===== src/rtl/bip_pkg.sv =====
// Shared types and constants for the BIP core: field widths, opcodes,
// accumulator-source encodings, sequencer states and the decoded control word.
package bip_pkg;

  localparam int ADDRESS_BITS = 11;
  localparam int DATA_BITS    = 16;
  localparam int OPCODE_BITS  = 5;
  localparam int COUNT_BITS   = 16;

  localparam logic [OPCODE_BITS-1:0] OP_HLT  = 5'd0;
  localparam logic [OPCODE_BITS-1:0] OP_STO  = 5'd1;
  localparam logic [OPCODE_BITS-1:0] OP_LD   = 5'd2;
  localparam logic [OPCODE_BITS-1:0] OP_LDI  = 5'd3;
  localparam logic [OPCODE_BITS-1:0] OP_ADD  = 5'd4;
  localparam logic [OPCODE_BITS-1:0] OP_ADDI = 5'd5;
  localparam logic [OPCODE_BITS-1:0] OP_SUB  = 5'd6;
  localparam logic [OPCODE_BITS-1:0] OP_SUBI = 5'd7;

  typedef enum logic [1:0] {
    SEL_A_RAM = 2'd0,
    SEL_A_IMM = 2'd1,
    SEL_A_ALU = 2'd2
  } sel_a_e;

  typedef enum logic [1:0] {
    ST_IDLE = 2'd0,
    ST_RUN  = 2'd1,
    ST_HALT = 2'd2
  } state_e;

  typedef struct packed {
    sel_a_e sel_a;
    logic   sel_b;
    logic   alu_sub;
    logic   wr_acc;
    logic   rd_ram;
    logic   wr_ram;
  } ctrl_t;

  localparam ctrl_t CTRL_NOP = '{SEL_A_RAM, 1'b0, 1'b0, 1'b0, 1'b0, 1'b0};

  function automatic logic [DATA_BITS-1:0] sign_extend(input logic [ADDRESS_BITS-1:0] v);
    return {{OPCODE_BITS{v[ADDRESS_BITS-1]}}, v};
  endfunction

endpackage


===== src/rtl/bip_control_unit_if.sv =====
// Instruction-fetch and control-strobe bundle between the BIP control unit
// (slave side) and the program memory / datapath that surround it (master side).
interface bip_control_unit_if;
  import bip_pkg::*;

  logic                    i_enable;
  logic [DATA_BITS-1:0]    i_instruction;
  logic [ADDRESS_BITS-1:0] o_pc_address;
  logic [ADDRESS_BITS-1:0] o_operand;
  logic [DATA_BITS-1:0]    o_imm_ext;
  logic [1:0]              o_sel_a;
  logic                    o_sel_b;
  logic                    o_alu_sub;
  logic                    o_wr_acc;
  logic                    o_rd_ram;
  logic                    o_wr_ram;
  logic                    o_halted;
  logic                    o_illegal;
  logic [COUNT_BITS-1:0]   o_instr_count;

  modport master (
    output i_enable, i_instruction,
    input  o_pc_address, o_operand, o_imm_ext, o_sel_a, o_sel_b, o_alu_sub,
           o_wr_acc, o_rd_ram, o_wr_ram, o_halted, o_illegal, o_instr_count
  );

  modport slave (
    input  i_enable, i_instruction,
    output o_pc_address, o_operand, o_imm_ext, o_sel_a, o_sel_b, o_alu_sub,
           o_wr_acc, o_rd_ram, o_wr_ram, o_halted, o_illegal, o_instr_count
  );

endinterface


===== src/rtl/bip_decoder.sv =====
// Purely combinational opcode decoder: maps an opcode to its control word and
// flags HLT and the unused opcode space. State gating happens in the caller.
module bip_decoder
  import bip_pkg::*;
(
  input  logic [OPCODE_BITS-1:0] opcode,
  output ctrl_t                  ctrl,
  output logic                   is_hlt,
  output logic                   illegal
);

  always_comb begin
    // NOTE: every output gets a default before the case so no path leaves one
    // unassigned; that is what keeps this block from inferring latches.
    ctrl    = CTRL_NOP;
    is_hlt  = 1'b0;
    illegal = 1'b0;
    case (opcode)
      OP_HLT:  is_hlt = 1'b1;
      OP_STO:  ctrl.wr_ram = 1'b1;
      OP_LD: begin
        ctrl.rd_ram = 1'b1;
        ctrl.sel_a  = SEL_A_RAM;
        ctrl.wr_acc = 1'b1;
      end
      OP_LDI: begin
        ctrl.sel_a  = SEL_A_IMM;
        ctrl.wr_acc = 1'b1;
      end
      OP_ADD, OP_SUB: begin
        ctrl.rd_ram  = 1'b1;
        ctrl.sel_a   = SEL_A_ALU;
        ctrl.sel_b   = 1'b0;
        ctrl.alu_sub = (opcode == OP_SUB);
        ctrl.wr_acc  = 1'b1;
      end
      OP_ADDI, OP_SUBI: begin
        ctrl.sel_a   = SEL_A_ALU;
        ctrl.sel_b   = 1'b1;
        ctrl.alu_sub = (opcode == OP_SUBI);
        ctrl.wr_acc  = 1'b1;
      end
      default: illegal = 1'b1;
    endcase
  end

endmodule


===== src/rtl/bip_control_unit.sv =====
// BIP instruction sequencer: owns the PC, retired-instruction counter and the
// IDLE/RUN/HALT state, and gates the decoder's strobes into the datapath.
module bip_control_unit
  import bip_pkg::*;
(
  input  logic               clk,
  input  logic               rst,
  bip_control_unit_if.slave  bus
);

  state_e                  state_d, state_q;
  logic [ADDRESS_BITS-1:0] pc_d, pc_q;
  logic [COUNT_BITS-1:0]   count_d, count_q;
  logic                    illegal_d, illegal_q;

  logic [OPCODE_BITS-1:0]  opcode;
  ctrl_t                   dec_ctrl;
  ctrl_t                   ctrl;
  logic                    dec_hlt;
  logic                    dec_illegal;

  assign opcode = bus.i_instruction[DATA_BITS-1 -: OPCODE_BITS];

  bip_decoder u_decoder (
    .opcode  (opcode),
    .ctrl    (dec_ctrl),
    .is_hlt  (dec_hlt),
    .illegal (dec_illegal)
  );

  always_comb begin
    state_d   = state_q;
    pc_d      = pc_q;
    count_d   = count_q;
    illegal_d = illegal_q;
    ctrl      = CTRL_NOP;
    case (state_q)
      ST_IDLE: begin
        if (bus.i_enable) state_d = ST_RUN;
      end
      ST_RUN: begin
        if (bus.i_enable) begin
          ctrl = dec_ctrl;
          if (dec_hlt) begin
            state_d = ST_HALT;
          end else begin
            // PC wraps naturally at 2^ADDRESS_BITS; illegal opcodes still advance it.
            pc_d = pc_q + ADDRESS_BITS'(1);
            if (dec_illegal)          illegal_d = 1'b1;
            else if (count_q != '1)   count_d   = count_q + COUNT_BITS'(1);
          end
        end
      end
      ST_HALT: ;
      default: state_d = ST_IDLE;
    endcase
  end

  always_ff @(posedge clk) begin
    // NOTE: state registers use non-blocking assignments so every flop samples
    // the pre-edge value of every other flop, independent of statement order.
    if (rst) begin
      state_q   <= ST_IDLE;
      pc_q      <= '0;
      count_q   <= '0;
      illegal_q <= 1'b0;
    end else begin
      state_q   <= state_d;
      pc_q      <= pc_d;
      count_q   <= count_d;
      illegal_q <= illegal_d;
    end
  end

  assign bus.o_pc_address  = pc_q;
  assign bus.o_operand     = bus.i_instruction[ADDRESS_BITS-1:0];
  assign bus.o_imm_ext     = sign_extend(bus.i_instruction[ADDRESS_BITS-1:0]);
  assign bus.o_sel_a       = ctrl.sel_a;
  assign bus.o_sel_b       = ctrl.sel_b;
  assign bus.o_alu_sub     = ctrl.alu_sub;
  assign bus.o_wr_acc      = ctrl.wr_acc;
  assign bus.o_rd_ram      = ctrl.rd_ram;
  assign bus.o_wr_ram      = ctrl.wr_ram;
  assign bus.o_halted      = (state_q == ST_HALT);
  assign bus.o_illegal     = illegal_q;
  assign bus.o_instr_count = count_q;

endmodule


===== src/flat_wrapper.sv =====
// flat-port wrapper written by rule: the top's interface ports become plain ports
module bip_control_unit_flat import bip_pkg::*;
  (clk, rst, bus_i_enable, bus_i_instruction, bus_o_pc_address, bus_o_operand, bus_o_imm_ext, bus_o_sel_a, bus_o_sel_b, bus_o_alu_sub, bus_o_wr_acc, bus_o_rd_ram, bus_o_wr_ram, bus_o_halted, bus_o_illegal, bus_o_instr_count);
  bip_control_unit_if bus_i ();
  input  logic clk;
  input  logic rst;
  input wire logic [$bits(bus_i.i_enable)-1:0] bus_i_enable;
  input wire logic [$bits(bus_i.i_instruction)-1:0] bus_i_instruction;
  output wire logic [$bits(bus_i.o_pc_address)-1:0] bus_o_pc_address;
  output wire logic [$bits(bus_i.o_operand)-1:0] bus_o_operand;
  output wire logic [$bits(bus_i.o_imm_ext)-1:0] bus_o_imm_ext;
  output wire logic [$bits(bus_i.o_sel_a)-1:0] bus_o_sel_a;
  output wire logic [$bits(bus_i.o_sel_b)-1:0] bus_o_sel_b;
  output wire logic [$bits(bus_i.o_alu_sub)-1:0] bus_o_alu_sub;
  output wire logic [$bits(bus_i.o_wr_acc)-1:0] bus_o_wr_acc;
  output wire logic [$bits(bus_i.o_rd_ram)-1:0] bus_o_rd_ram;
  output wire logic [$bits(bus_i.o_wr_ram)-1:0] bus_o_wr_ram;
  output wire logic [$bits(bus_i.o_halted)-1:0] bus_o_halted;
  output wire logic [$bits(bus_i.o_illegal)-1:0] bus_o_illegal;
  output wire logic [$bits(bus_i.o_instr_count)-1:0] bus_o_instr_count;
  assign bus_i.i_enable = bus_i_enable;
  assign bus_i.i_instruction = bus_i_instruction;
  assign bus_o_pc_address = bus_i.o_pc_address;
  assign bus_o_operand = bus_i.o_operand;
  assign bus_o_imm_ext = bus_i.o_imm_ext;
  assign bus_o_sel_a = bus_i.o_sel_a;
  assign bus_o_sel_b = bus_i.o_sel_b;
  assign bus_o_alu_sub = bus_i.o_alu_sub;
  assign bus_o_wr_acc = bus_i.o_wr_acc;
  assign bus_o_rd_ram = bus_i.o_rd_ram;
  assign bus_o_wr_ram = bus_i.o_wr_ram;
  assign bus_o_halted = bus_i.o_halted;
  assign bus_o_illegal = bus_i.o_illegal;
  assign bus_o_instr_count = bus_i.o_instr_count;
  bip_control_unit u_core (.clk(clk), .rst(rst), .bus(bus_i));
endmodule

===== config.mk =====
export PLATFORM = sky130hd
export DESIGN_NAME = bip_control_unit_flat
export DESIGN_NICKNAME = d
export VERILOG_FILES = /design/src/rtl/bip_pkg.sv /design/src/rtl/bip_control_unit_if.sv /design/src/rtl/bip_decoder.sv /design/src/rtl/bip_control_unit.sv /design/src/flat_wrapper.sv
export SDC_FILE = /design/constraint.sdc
export NUM_CORES = 1
export LEC_CHECK = 0
export CAP_MARGIN = 10
export CELL_PAD_IN_SITES_DETAIL_PLACEMENT = 0
export CELL_PAD_IN_SITES_GLOBAL_PLACEMENT = 1
export CORE_MARGIN = 4
export CORE_UTILIZATION = 28
export CTS_CLUSTER_DIAMETER = 150
export DETAILED_ROUTE_END_ITERATION = 6
export PLACE_DENSITY = 0.9
export RECOVER_POWER = 25
export SYNTH_ARGS = -nofsm -noshare
export SYNTH_HDL_FRONTEND = slang
export SYNTH_SLANG_ARGS = --single-unit
export TNS_END_PERCENT = 50

===== constraint.sdc =====
create_clock -name clk -period 2.5 [get_ports clk]
set_clock_uncertainty 0.15 [all_clocks]
set_input_delay 0.5 -clock clk [delete_from_list [all_inputs] [get_ports clk]]
set_output_delay 0.5 -clock clk [all_outputs]
set_load 0.05 [all_outputs]

# [Yosys cells after proc, flatten, opt, wreduce, memory -nomap -nowiden]
# Cells that the tools add are included.
# Widths: inputs -> output; s select.
[word_totals] regBits=30 latchBits=0 mem_bits_rw=0 romBits=0 inputBits=19 output_inout_bits=63 elab_cells=46 memories=0
[classes] n_addsub=2 n_mul=0 div=0 n_lt_le_gt_ge=0 eq_ne=13 shifts=0 n_mux=12 bitwise_logic=3 reduce_logical=12
[op_table] cell="$eq 5x3->1 const B" n=4
[op_table] cell="$add 16x1->16 const B" n=1
[op_table] cell="$ne 16x16->1 const B" n=1
[op_table] cell="$mux 7" n=2
[op_table] cell="$add 11x1->11 const B" n=1
[op_table] cell="$eq 5x2->1 const B" n=2
[op_table] cell="$pmux 2 s2" n=2
[op_table] cell="$reduce_and 4->1" n=2
[op_table] cell="$reduce_or 8->1" n=1
[op_table] cell="$mux 2" n=3
[op_table] cell="$pmux 2 s3" n=1
[op_table] cell="$reduce_or 6->1" n=1
[op_table] cell="$eq 5x1->1 const B" n=1
[op_table] cell="$logic_not 5->1" n=1
[op_table] cell="$reduce_and 5->1" n=1
[op_table] cell="$mux 1" n=4
[op_table] cell="$ne 2x2->1 const B" n=2
[op_table] cell="$reduce_or 2->1" n=2
[op_table] cell="$reduce_or 4->1" n=1
[op_table] cell="$not 1->1" n=3
[op_table] cell="$reduce_and 3->1" n=1
[op_table] cell="$reduce_or 3->1" n=1
[op_table] cell="$eq 2x1->1 const B" n=1
[op_table] cell="$eq 2x2->1 const B" n=1
[op_table] cell="other kinds (2)" n=2

# [Logic depth before layout (Yosys ltp)]
[logic_depth] depth_word=5 mapped_depth=7 ltp_nobuf=6

# [Hierarchy]
# Synthesis repeated with hierarchy kept, for this count alone.
[unflattened] hier_cells=221 area_unflattened_um2=1889.3
[modules_own_cells] module="bip_control_unit" instances=1 cells_per_inst=210 area_each_um2=1803.0
[modules_own_cells] module="bip_decoder" instances=1 cells_per_inst=11 area_each_um2=86.3

# [Least setup slack after synthesis]
# OpenSTA, ideal clock, no wires.
[synth_path] path_kind="in2out" from="in bus_i_instruction[14]" to="out bus_o_sel_a[0]" arrival_ns=2.134 required_ns=1.850 path_slack_ns=-0.284 stages=4 path_cell_list="or2_1 > nor2_1 > nand2_1 > nor3b_1"
[synth_via] elab_chain_len=5 elab_cells_between_ends=9
[synth_rtl] item="from (decl)" line="flat_wrapper.sv:8" rtl="input wire logic [$bits(bus_i.i_instruction)-1:0] bus_i_instruction;"
[synth_rtl] item="$eq 5x3->1" line="bip_decoder.sv:18" rtl="case (opcode)"
[synth_rtl] item="$reduce_or 4->1 (no source line)"
[synth_rtl] item="$pmux 2 s2 *" line="bip_decoder.sv:18"
[synth_rtl] item="$mux 7 *" line="bip_control_unit.sv:42" rtl="if (bus.i_enable) begin"
[synth_rtl] item="$mux 7 *" line="bip_control_unit.sv:37" rtl="case (state_q)"
[synth_rtl] item="to (decl)" line="flat_wrapper.sv:12" rtl="output wire logic [$bits(bus_i.o_sel_a)-1:0] bus_o_sel_a;"
# Mark *: on every way between the ends. The rest lies on a longest branch, timed or not.

# [Final worst setup path]
[layout_path] from="in bus_i_instruction[14]" to="out bus_o_wr_ram"
[layout_via] elab_chain_len=4
[layout_rtl] item="$eq 5x1->1" line="bip_decoder.sv:18"
[layout_rtl] item="$mux 1" line="bip_decoder.sv:18"
[layout_rtl] item="$mux 7" line="bip_control_unit.sv:42"
[layout_rtl] item="$mux 7" line="bip_control_unit.sv:37"
[layout_rtl] item="to (decl)" line="flat_wrapper.sv:17" rtl="output wire logic [$bits(bus_i.o_wr_ram)-1:0] bus_o_wr_ram;"
# Every way passes these cells.

==> results.json <==
{
  "cp_num_buf_inv": 3,
  "fp.dieW_microns": 84.9,
  "cp-start-kind": "input pin",
  "grt_max_degree": 21,
  "final-setup-viol-count": 0,
  "clock_path_buffers": 2,
  "placementRows": 27,
  "drtIter0Drc": 29,
  "post_drt_wl_per_cell_microns": 12.4,
  "status": "complete, no violations",
  "hold_class": "register to register",
  "ys_seq_area_share_pct": 36.2,
  "antenna_found_initial": 0,
  "hpwl_microns": 2880,
  "rsz0062_at_grt": "true",
  "root_buffer": "clkbuf_8",
  "async_flop_share_pct": 0,
  "routabilityCongestion": 0.774,
  "drtAntennaViolNets": 0,
  "worstPathArrival_ps": 1820,
  "vias": 1433,
  "fin_ws_ps": 28.2,
  "synth_edf_count": 0,
  "fin_crit_sh_pct": 98.9,
  "final_cells": 307,
  "n_antenna_cell": 0,
  "synth-seq-cells": 30,
  "avgSynthCellArea_sq_um": 8.37,
  "synth_area_leaders": "dfxtp_1 (36%), buf_4 (12%), xnor2_1 (7.9%)",
  "hold_ws_ps": 324,
  "grt_first_pass_wirelength_microns": 6330,
  "dieArea_sq_um": 7220,
  "cts_tree": "done",
  "die_y_microns": 84.9,
  "grt.total_usage_pct": 10.8,
  "portBuffers": 43,
  "met3_length_microns": 227,
  "required_ps": 1850,
  "worst-path-max-fanout": 3,
  "drv_cap": 0,
  "synthTopCellsByCount": "nor2_1 (32), dfxtp_1 (30), buf_4 (27), nand2_1 (16), xnor2_1 (15)",
  "clock_latency_ps": 280,
  "grt_pass1_vias": 1431,
  "slew_viol_final": 0,
  "path_cells": "clkdlybuf4s50_1 -> or2_4 -> nor2_4 -> nand2_2 -> nor3_1 -> buf_4 -> buf_12",
  "wl_met1_microns": 1690,
  "cts_sinks": 30,
  "setup_tns_ps": 0,
  "critPathMaxStageDelay_ps": 420,
  "nNetsFinal": 255,
  "drc_errors": 0,
  "cts_buffers": 5,
  "pwr_density_cell_nw_per_um2": 427,
  "routed_wl_microns": 3810,
  "critPathCaptureType": "output pin",
  "post_cts_buffers": 0,
  "yosysTopAreaCell": "dfxtp_1",
  "overflow": 0,
  "cp_top_family": "buffers and inverters",
  "critical_path.slowest_cell": "clkdlybuf4s50_1",
  "fin_crit_ps": 2470,
  "placedCellCount": 299,
  "crit_type": "input pin to output pin",
  "cts.clk_slew.worst_paths_ps": 60,
  "yosys.area.top_type_share_pct": 36.2,
  "power_leakage_nw": 0.806,
  "dp_slack_ps": -181,
  "yosysWarningCount": 0,
  "cts_max_level": 2,
  "synth-main-ff-cell": "dfxtp_1",
  "synth.distinct_cells": 39,
  "syn2layout_area_growth_pct": 37.1,
  "yosysMostFrequentCell": "nor2_1",
  "vias_per_cell": 4.67,
  "ir_worst_vdd_mv": 0.310,
  "p_total_mw": 0.970,
  "wl_met2_microns": 1830,
  "netlist_instances": 198,
  "syn-cell-area_sq_um": 1660,
  "worst_pin_slew_ps": 664,
  "first_pass_iters": 4,
  "top_layer_used": "met4",
  "final_area_sq_um": 2270,
  "placed_cell_area_sq_um": 2160,
  "slew_headroom_pct": 55.2,
  "fmax_mhz": 405,
  "syn_nets": 219,
  "core-area_sq_um": 5610,
  "boundaryPins": 82,
  "fillers": 584,
  "final_util_pct": 40.5,
  "drive_above_1_share_pct": 17.4,
  "hold_viol_final": 0,
  "initial_core_util_pct": 29.6
}
-- kinds of logic (layout without fill, tap and decap cells) --
| kind of cell | Yosys count | in the layout | synth area share [%] |
|---|---|---|---|
| multiplexers | 3 | 3 | 1.89 |
| AO/OA/AOI/OAI | 17 | 17 | 7.09 |
| buffers and inverters | 33 | 70 | 14.1 |
| XOR/XNOR | 21 | 21 | 11.1 |
| adder cells (fa/ha/maj) | 2 | 2 | 1.51 |
| flip-flops | 30 | 30 | 36.2 |
| AND/OR/NAND/NOR | 92 | 92 | 28.1 |
-- timing repair --
action                     in CTS  in global routing
setup endpoints to repair       4                  3
pin swaps                       3                  2
hold buffers                    0                  0
hold endpoints to repair        0                  0
resized for setup               2                  6
-- worst reg2reg max path, delay by kind of cell (launching register included) --
kind | cells | cell delay [ps]
flip-flops | 1 | 410
buffers and inverters | 1 | 120
AND/OR/NAND/NOR | 2 | 180
XOR/XNOR | 1 | 160
AO/OA/AOI/OAI | 1 | 610
adder cells (fa/ha/maj) | 1 | 300
-- flip-flops by register name, summed over array words and instances (netlist names) --
| register | cells |
|---|---|
| u_core.bus.o_illegal | 1 |
| u_core.bus.o_instr_count | 16 |
| u_core.state_q | 2 |
| u_core.bus.o_pc_address | 11 |
-- final cells by class --
cell class              count  area (sq um)  area share (%)
repair buffers             61           639            28.1
multi-input cells         135           848            37.3
clock buffers               7          86.3            3.80
clock inverters             1          5.00           0.220
well taps                  72          90.1            3.96
inverters                   1          3.75           0.165
flip-flops and latches     30           601            26.4
-- metal layers --
| layer | global-route usage (%) | vias up |
|---|---|---|
| met5 | 0 | - |
| met4 | 4.75 | 0 |
| met3 | 3.98 | 8 |
| met2 | 18.2 | 29 |
| met1 | 12.2 | 668 |
| li1 | - | 728 |
-- cell usage in the layout (no fill, tap or decap), types with 2 or more instances in the layout --
master / count
a211oi_1: 5
a21oi_1: 5
and3_1: 7
and4_1: 3
buf_12: 6
buf_4: 18
clkbuf_8: 6
clkdlybuf4s50_1: 35
dfxtp_1: 30
ha_1: 2
mux2i_1: 2
nand2_1: 15
nand3_1: 9
nand4_1: 2
nor2_1: 31
nor2b_1: 2
nor3_1: 6
nor4_1: 5
xnor2_1: 15
xor2_1: 6
-- report_power, final --
group / internal [mW] / total [mW] / switching (mW)
registers: 0.482 / 0.487 / 0.00426
logic: 0.0380 / 0.0839 / 0.0458
clock network: 0.222 / 0.400 / 0.178
-- worst paths after layout --
path | startpoint | to | slack (ps) | cells after the start
min | u_core.bus.o_illegal | u_core.bus.o_illegal | 320 | 2
max reg2reg | u_core.bus.o_instr_count[0] | u_core.bus.o_instr_count[11] | 440 | 6
min reg2reg | u_core.bus.o_illegal | u_core.bus.o_illegal | 320 | 2
max | bus_i_instruction[14] | bus_o_wr_ram | 30 | 7
Note: power is estimated with default switching activity, not from simulation.
